File: src/rtl/pipe_ctrl_pkg.sv
// Shared types and constants for the pipeline hazard sequencer.
package pipe_ctrl_pkg;

  typedef enum logic [1:0] {
    RUN        = 2'd0,
    HALT_DRAIN = 2'd1,
    HALTED     = 2'd2
  } ctrlState_t;

  localparam logic [2:0] REG_ZERO = 3'd0;
  localparam int unsigned STAT_W  = 16;

endpackage

File: src/rtl/pipeline_hazard_ctrl_sat_counter.sv
// Saturating up-counter with synchronous clear; holds at MAX.
module sat_counter #(
  parameter int unsigned WIDTH = 4,
  parameter logic [WIDTH-1:0] MAX = {WIDTH{1'b1}}
) (
  input  logic             clk,
  input  logic             rst,
  input  logic             inc,
  input  logic             clr,
  output logic [WIDTH-1:0] value
);

  // Clear wins over increment; increment stops at MAX.
  always_ff @(posedge clk or posedge rst) begin
    if (rst) begin
      value <= '0;
    end else if (clr) begin
      value <= '0;
    end else if (inc && (value != MAX)) begin
      value <= value + WIDTH'(1);
    end
  end

endmodule

File: src/rtl/pipeline_hazard_ctrl.sv
// Hazard sequencer for the 16-bit MIPS pipeline: load-use stalls, branch
// flushes, data-memory freezes and halt/drain. Outputs are a Mealy function
// of state and inputs. Optional macro HAZARD_STATS_EN builds the stall/flush
// statistics counters; otherwise those ports are tied to zero.
module pipeline_hazard_ctrl
  import pipe_ctrl_pkg::*;
#(
  parameter int unsigned DRAIN_CYCLES = 3,
  parameter int unsigned MEM_TIMEOUT  = 15,
  parameter int unsigned REG_W        = 3
) (
  input  logic              clk,
  input  logic              rst,
  input  logic [REG_W-1:0]  id_rs,
  input  logic [REG_W-1:0]  id_rt,
  input  logic              id_uses_rt,
  input  logic              ex_memRead,
  input  logic [REG_W-1:0]  ex_rt,
  input  logic              mem_branch_taken,
  input  logic              mem_busy,
  input  logic              halt_req,
  input  logic              resume,
  output logic              pc_en,
  output logic              if_id_en,
  output logic              if_id_flush,
  output logic              id_ex_en,
  output logic              id_ex_bubble,
  output logic              ex_mem_en,
  output logic              ex_mem_flush,
  output logic              halted,
  output logic              mem_timeout,
  output logic [STAT_W-1:0] stall_cycles,
  output logic [STAT_W-1:0] flush_events
);

  localparam int unsigned BUSY_W  = $clog2(MEM_TIMEOUT + 1);
  localparam int unsigned DRAIN_W = $clog2(DRAIN_CYCLES + 1);

  ctrlState_t         state;
  logic               haltPend;
  logic               timeoutFlag;
  logic [BUSY_W-1:0]  busyCnt;
  logic [DRAIN_W-1:0] drainCnt;
  logic               luHazard;
  logic               runIdle;
  logic               inDrain;
  logic               drainDone;

  // Load in EX whose destination feeds the ID instruction; r0 never hazards.
  assign luHazard = ex_memRead && (ex_rt != REG_W'(REG_ZERO)) &&
                    ((ex_rt == id_rs) || (id_uses_rt && (ex_rt == id_rt)));

  assign runIdle   = (state == RUN) && !mem_busy && !mem_branch_taken && !luHazard;
  assign inDrain   = (state == HALT_DRAIN);
  assign drainDone = inDrain && !mem_busy && (drainCnt == DRAIN_W'(DRAIN_CYCLES - 1));

  // Consecutive busy cycles; clears on the first ready cycle.
  sat_counter #(.WIDTH(BUSY_W), .MAX(BUSY_W'(MEM_TIMEOUT))) u_busyCnt (
    .clk(clk), .rst(rst), .inc(mem_busy), .clr(!mem_busy), .value(busyCnt)
  );

  // Drain progress; paused by mem_busy, cleared outside drain and on exit.
  sat_counter #(.WIDTH(DRAIN_W), .MAX(DRAIN_W'(DRAIN_CYCLES))) u_drainCnt (
    .clk(clk), .rst(rst), .inc(inDrain && !mem_busy), .clr(!inDrain || drainDone),
    .value(drainCnt)
  );

  // State, pending-halt and sticky timeout registers.
  always_ff @(posedge clk or posedge rst) begin
    if (rst) begin
      state       <= RUN;
      haltPend    <= 1'b0;
      timeoutFlag <= 1'b0;
    end else begin
      case (state)
        RUN:        if (runIdle && haltPend) state <= HALT_DRAIN;
        HALT_DRAIN: if (drainDone) state <= HALTED;
        HALTED:     if (resume) state <= RUN;
        default:    state <= RUN;
      endcase
      if (runIdle && haltPend) begin
        haltPend <= 1'b0;
      end else if (halt_req && (state != HALTED)) begin
        haltPend <= 1'b1;
      end
      if (mem_busy && (busyCnt == BUSY_W'(MEM_TIMEOUT - 1))) begin
        timeoutFlag <= 1'b1;
      end
    end
  end

  assign mem_timeout = timeoutFlag;

  // Pipeline register controls from state and current hazards.
  always_comb begin
    pc_en        = 1'b0;
    if_id_en     = 1'b0;
    if_id_flush  = 1'b0;
    id_ex_en     = 1'b0;
    id_ex_bubble = 1'b0;
    ex_mem_en    = 1'b0;
    ex_mem_flush = 1'b0;
    halted       = 1'b0;
    if (rst) begin
      if_id_flush  = 1'b1;
      id_ex_bubble = 1'b1;
      ex_mem_flush = 1'b1;
    end else begin
      case (state)
        RUN: begin
          if (mem_busy) begin
            pc_en = 1'b0;
          end else if (mem_branch_taken) begin
            pc_en        = 1'b1;
            if_id_en     = 1'b1;
            id_ex_en     = 1'b1;
            ex_mem_en    = 1'b1;
            if_id_flush  = 1'b1;
            id_ex_bubble = 1'b1;
            ex_mem_flush = 1'b1;
          end else if (luHazard) begin
            id_ex_en     = 1'b1;
            id_ex_bubble = 1'b1;
            ex_mem_en    = 1'b1;
          end else begin
            pc_en     = 1'b1;
            if_id_en  = 1'b1;
            id_ex_en  = 1'b1;
            ex_mem_en = 1'b1;
          end
        end
        HALT_DRAIN: begin
          if (!mem_busy) begin
            if_id_en     = 1'b1;
            if_id_flush  = 1'b1;
            id_ex_en     = 1'b1;
            ex_mem_en    = 1'b1;
            id_ex_bubble = mem_branch_taken;
            ex_mem_flush = mem_branch_taken;
          end
        end
        HALTED: halted = 1'b1;
        default: halted = 1'b0;
      endcase
    end
  end

`ifdef HAZARD_STATS_EN
  logic stallInc;
  logic flushInc;

  assign stallInc = mem_busy || ((state == RUN) && !mem_branch_taken && luHazard);
  assign flushInc = !mem_busy && mem_branch_taken && ((state == RUN) || inDrain);

  // Stall cycles (load-use or memory wait), saturating.
  sat_counter #(.WIDTH(STAT_W)) u_stallCnt (
    .clk(clk), .rst(rst), .inc(stallInc), .clr(1'b0), .value(stall_cycles)
  );

  // Branch flushes acted on, saturating.
  sat_counter #(.WIDTH(STAT_W)) u_flushCnt (
    .clk(clk), .rst(rst), .inc(flushInc), .clr(1'b0), .value(flush_events)
  );
`else
  assign stall_cycles = '0;
  assign flush_events = '0;
`endif

endmodule
File: config.mk
export PLATFORM = sky130hd
export DESIGN_NAME = pipeline_hazard_ctrl
export DESIGN_NICKNAME = d
export VERILOG_FILES = /design/src/rtl/pipe_ctrl_pkg.sv /design/src/rtl/pipeline_hazard_ctrl_sat_counter.sv /design/src/rtl/pipeline_hazard_ctrl.sv
export SDC_FILE = /design/constraint.sdc
export NUM_CORES = 1
export LEC_CHECK = 0
export BUFFER_PORTS_ARGS = -buffer_cell sky130_fd_sc_hd__clkbuf_2
export CORE_MARGIN = 3
export CORE_UTILIZATION = 38
export DETAILED_ROUTE_END_ITERATION = 6
export GPL_TIMING_DRIVEN = 0
export PLACE_DENSITY = 0.76
export SLEW_MARGIN = 20
export SYNTH_ARGS = -nofsm -noshare
export SYNTH_HDL_FRONTEND = slang
export SYNTH_SLANG_ARGS = --single-unit
File: constraint.sdc
create_clock -name clk -period 1.5 [get_ports clk]
set_clock_uncertainty 0.15 [all_clocks]
set_input_delay 0.225 -clock clk [delete_from_list [all_inputs] [get_ports clk]]
set_output_delay 0.225 -clock clk [all_outputs]
set_load 0.05 [all_outputs]
# Word level (Yosys, flattened, before mapping)
# Cells that the tools add are included.
[totals] latchBits=0 output_inout_bits=41 ramBits=0 mem_count=0 input_bits=17 reg_bits=10 mem_bits_ro=0 elab_cells=79
[classes] eq_ne=13 order_cmp=0 n_addsub=2 n_shift=0 n_mux=34 reduce_logical=25 n_div=0 multipliers=0 bitwise=0
[op_table] cell="two-way mux 1 bit" count=22
[op_table] cell="logical AND 1 bit" count=13
[op_table] cell="two-way mux 2 bit" count=5
[op_table] cell="two-way mux 4 bit" count=2
[op_table] cell="case mux 1 bit (2 select lines)" count=4
[op_table] cell="equality test 3 bit" count=2
[op_table] cell="!= test 2 x 1 -> 1 bit, second input constant" count=3
[op_table] cell="!= test 2 bit, second input constant" count=3
[op_table] cell="case mux 2 bit (3 select lines)" count=1
[op_table] cell="adder 4 x 1 -> 4 bit, second input constant" count=1
[op_table] cell="equality test 2 bit, second input constant" count=2
[op_table] cell="equality test 4 bit, second input constant" count=1
[op_table] cell="logical NOT 1 bit" count=4
[op_table] cell="!= test 4 bit, second input constant" count=1
[op_table] cell="nonzero test 2 bit" count=2
[op_table] cell="AND reduction 3 bit" count=1
[op_table] cell="nonzero test 3 bit" count=1
[op_table] cell="adder 2 x 1 -> 2 bit, second input constant" count=1
[op_table] cell="equality test 2 x 1 -> 1 bit, second input constant" count=1
[op_table] cell="logical NOT 2 bit" count=1
[op_table] cell="logical OR 1 bit" count=2
[op_table] cell="OR reduction 2 bit" count=1

# Depth between registers and ports, before layout
[depth] ltp_word=9 depth_mapped=5 depth_no_buf=5

# By module
# A second synthesis with hierarchy kept.
[hier_totals] hier_cells=111 hier_area_um2=958.4
[by_module_without_submodules] mod="pipeline_hazard_ctrl" seq_area_each_um2=100.1 instances=1 area_each_um2=600.6 cells_each=79
[by_module_without_submodules] mod="sat_counter (u_busyCnt)" seq_area_each_um2=100.1 instances=1 area_each_um2=230.2 cells_each=21
[by_module_without_submodules] mod="sat_counter (u_drainCnt)" seq_area_each_um2=50.0 instances=1 area_each_um2=127.6 cells_each=11

# Least setup slack after synthesis
# OpenSTA, ideal clock, no wires.
[synth_path] kind="register to output" from="register state[1]" to="output port if_id_en" t_required_ns=1.125 t_arrival_ns=2.857 slack_ns=-1.732 path_stages_with_launch=3 path_buffers=0 cell_sequence="dfrtp_1 -> nor3_1 -> a21boi_0"
[synth_between] elab_chain_cells=3 word_cells_on_any_way=4 cone_classes="eq/ne: 1; mux: 2; reduce/logical: 1"
[synth_lines] item="start, declared" line_no="pipeline_hazard_ctrl.sv:39" source="ctrlState_t state;"
[synth_lines] item="start signal, assigned" line_no="pipeline_hazard_ctrl.sv:71" source="state <= RUN;"
[synth_lines] item="start signal, assigned" line_no="pipeline_hazard_ctrl.sv:76" source="RUN: if (runIdle && haltPend) state <= HALT_DRAIN;"
[synth_lines] item="start signal, assigned" line_no="pipeline_hazard_ctrl.sv:77" source="HALT_DRAIN: if (drainDone) state <= HALTED;"
[synth_lines] item="equality test 2 x 1 -> 1 bit / logical NOT 2 bit (equally long branches)" line_no="pipeline_hazard_ctrl.sv:109" source="case (state)"
[synth_lines] item="case mux 1 bit (2 select lines) (*)" line_no="pipeline_hazard_ctrl.sv:109"
[synth_lines] item="two-way mux 1 bit (*)" line_no="pipeline_hazard_ctrl.sv:104" source="if (rst) begin"
[synth_lines] item="end, declared" line_no="pipeline_hazard_ctrl.sv:24" source="output logic if_id_en,"
# Mark *: on every way between the ends. The rest lies on a longest branch, timed or not.

# Worst setup path in the final report
[layout_path] from="register state[1]" to="output port if_id_flush"
[layout_between] elab_chain_cells=3 word_cells_on_any_way=4 cone_classes="eq/ne: 1; mux: 2; reduce/logical: 1"
[layout_lines] item="equality test 2 x 1 -> 1 bit / logical NOT 2 bit (equally long branches)" line_no="pipeline_hazard_ctrl.sv:109"
[layout_lines] item="case mux 1 bit (2 select lines) (*)" line_no="pipeline_hazard_ctrl.sv:109"
[layout_lines] item="two-way mux 1 bit (*)" line_no="pipeline_hazard_ctrl.sv:104"
[layout_lines] item="end, declared" line_no="pipeline_hazard_ctrl.sv:25" source="output logic if_id_flush,"
# Marks and branches as above.

==> results.toml <==
[yosys]
yosysUniqueCellTypes = 27
netlist_instances = 109
netlist_area_um2 = 903
ys_warn_count = 0
avgSynthCellArea_um2 = 8.29
synth_seq_cells = 10
ys_seq_area_share_pct = 27.7

[clock_network]
clock-sinks = 10
clock_path_buffers = 2
cts-htree-levels = 1
clk_latency_ns = 0.27
cts-root-buf = "clkbuf_4"
clkTransAtPathRegs_ns = 0.07
cts_tree = "done"
numCtsBuffers = 3

[worst_setup_path]
cp-end-kind = "output port"
crit_path_start_kind = "register"
critPathKind = "reg -> out"
crit_fanout = 6
arrival_ns = 1.48
reg2reg_depth = 4
critPathRequiredTime_ns = 1.12

[worst_hold_path]
min_path_cells = 3
hold_class = "in -> reg"

[grt]
first_global_vias = 779
gr-total-overflow = 0
grt_start_max_net_pins = 11
grt_pass1_wl_mm = 3.19
antenna_found_initial = 0
grt_usage_pct = 14.9

[floorplan]
die_y_um = 54.8
placementRows = 17
dieArea_um2 = 3000
core-area_um2 = 2230
fp.dieW_um = 54.8
pin_count = 58
start_util_pct = 40.4

[detailed_routing]
drc = 0
firstDrtPassIters = 4
drt-vias-per-instance = 4.11
drt_iter0_drc = 10
vias = 834
ant_nets = 0
post_drt_wl_per_cell_um = 9.88
route.met3.wl_um = 195
wl_met1_um = 758
drt_wl_total_mm = 2.01
highest_layer = "met4"
wl_met2_mm = 1.03

[sta]
clock.fmax_mhz = 538
rsz0062_at_grt = "yes"
hold_viol_final = 0
setup_violations = 8
period_share_pct = 124
report.final.slew_viol_count = 0
post-route-min-period_ns = 1.86
worst_slack_ns = -0.359

[outcome]
outcome = "finished with violations"
failed_checks = "setup timing"

[finish]
diodes = 0
fin_nets = 197
mostFrequentLayoutCell = "buf_4"
fin_util_pct = 64.3
drive_gt1_share_pct = 46.9
final_cell_mix = "38 x buf_4, 32 x conb_1, 17 x clkbuf_2"
area_growth_pct = 59.0

[place]
gp_congestion = 0.671
hpwl_mm = 1.55
io_buffers = 25

[power]
p_leak_nw = 0.782
ir_drop_uv = 560
power.density_nw_per_um2 = 1050
total_power_mw = 1.51

[flow_run]
maxCapViolCount = 0
==> synthesized netlist by cell type <==
library cell / number / area, um^2
conb_1: 1 / 3.75
nor2_1: 8 / 30.0
a211o_1: 1 / 8.76
nand2_1: 5 / 18.8
inv_1: 8 / 30.0
nor2b_1: 2 / 12.5
o2bb2ai_1: 1 / 8.76
nor3_1: 4 / 20.0
a31oi_1: 1 / 6.26
nand3_1: 4 / 20.0
or3b_1: 1 / 8.76
dfrtp_1: 10 / 250
a21o_1: 1 / 7.51
a21boi_0: 1 / 7.51
nor2_2: 1 / 6.26
a211oi_1: 2 / 15.0
nand4_1: 1 / 6.26
ha_1: 4 / 50.1
buf_4: 33 / 248
a211oi_2: 1 / 12.5
a21oi_1: 4 / 20.0
or2b_1: 1 / 7.51
nor4_1: 1 / 6.26
xnor2_1: 7 / 61.3
o31ai_1: 1 / 7.51
a41o_1: 1 / 10.0
o21ai_0: 4 / 20.0
==> kinds of logic after synthesis <==
group / share of synthesized area, %
other cells: 0.415
xor+xnor: 6.79
buf+inv: 30.7
fa+ha+maj: 5.54
flops: 27.7
compound gates: 13.7
simple gates: 15.1
==> flip-flops by register name, summed over array words and instances (netlist names) <==
name and cells:
mem_timeout 1, u_drainCnt.value 2, haltPend 1, state 2
u_busyCnt.value 4
==> stage by stage <==
step | instance area (um^2) | setup TNS, ns | instances | hold WS, ns | setup WS [ns]
after floorplan | 1080 | -0.367 | 140 | -0.0472 | -0.236
after global placement | 1240 | -0.955 | 193 | 0.157 | -0.319
after detailed placement | 1240 | -1.16 | 193 | 0.168 | -0.383
after CTS | 1420 | -1.96 | 203 | 0.0448 | -0.354
after global routing | 1440 | -2.42 | 203 | 0.0732 | -0.411
final | 1440 | -1.83 | 203 | 0.0530 | -0.359
==> where the power goes <==
group | internal [mW] | total [mW] | switching [mW]
combinational | 0.349 | 0.865 | 0.516
sequential | 0.328 | 0.391 | 0.0625
clock | 0.148 | 0.254 | 0.107
total | 0.825 | 1.51 | 0.685
==> critical path, stage by stage, from the launching register on <==
cell,delay (ns)
dfrtp_2,0.45
or3b_4,0.39
or2b_4,0.22
clkbuf_16,0.15
==> cell type report <==
cell class	instances	area (um^2)
fill	197	797
multi-input combinational	89	581
timing repair buffer	31	253
sequential	10	251
buffer	33	248
clock buffer	4	36.3
tap	28	35.0
inverter	8	32.5
==> routing by layer <==
metal	track usage (%)	up-vias
met5	0	-
met4	7.47	0
met3	5.72	4
met2	25.2	38
met1	15.9	364
li1	-	428
==> timing repair <==
item | 4_1_cts | 5_1_grt
gates resized for setup | 20 | 8
endpoints found under the setup margin | 8 | 10
buffers inserted | 4 | 0
hold buffers | 2 | 0
endpoints found under the hold margin | 11 | 0
pin swaps | 0 | 1
==> path summary, 6_finish.rpt <==
kind	slack [ns]	from	end
hold / removal	0.05	halt_req	haltPend$_DFFE_PP0P_
hold reg to reg	0.32	mem_timeout$_DFFE_PP0P_	mem_timeout$_DFFE_PP0P_
max in group asynchronous	0.32	rst	state[1]$_DFFE_PP0P_
setup reg to reg	0.07	state[1]$_DFFE_PP0P_	u_drainCnt.value[1]$_DFFE_PP0P_
setup / recovery	-0.36	state[1]$_DFFE_PP0P_	if_id_flush
min in group asynchronous	0.53	rst	haltPend$_DFFE_PP0P_
Power figures use the tool's default switching activity.
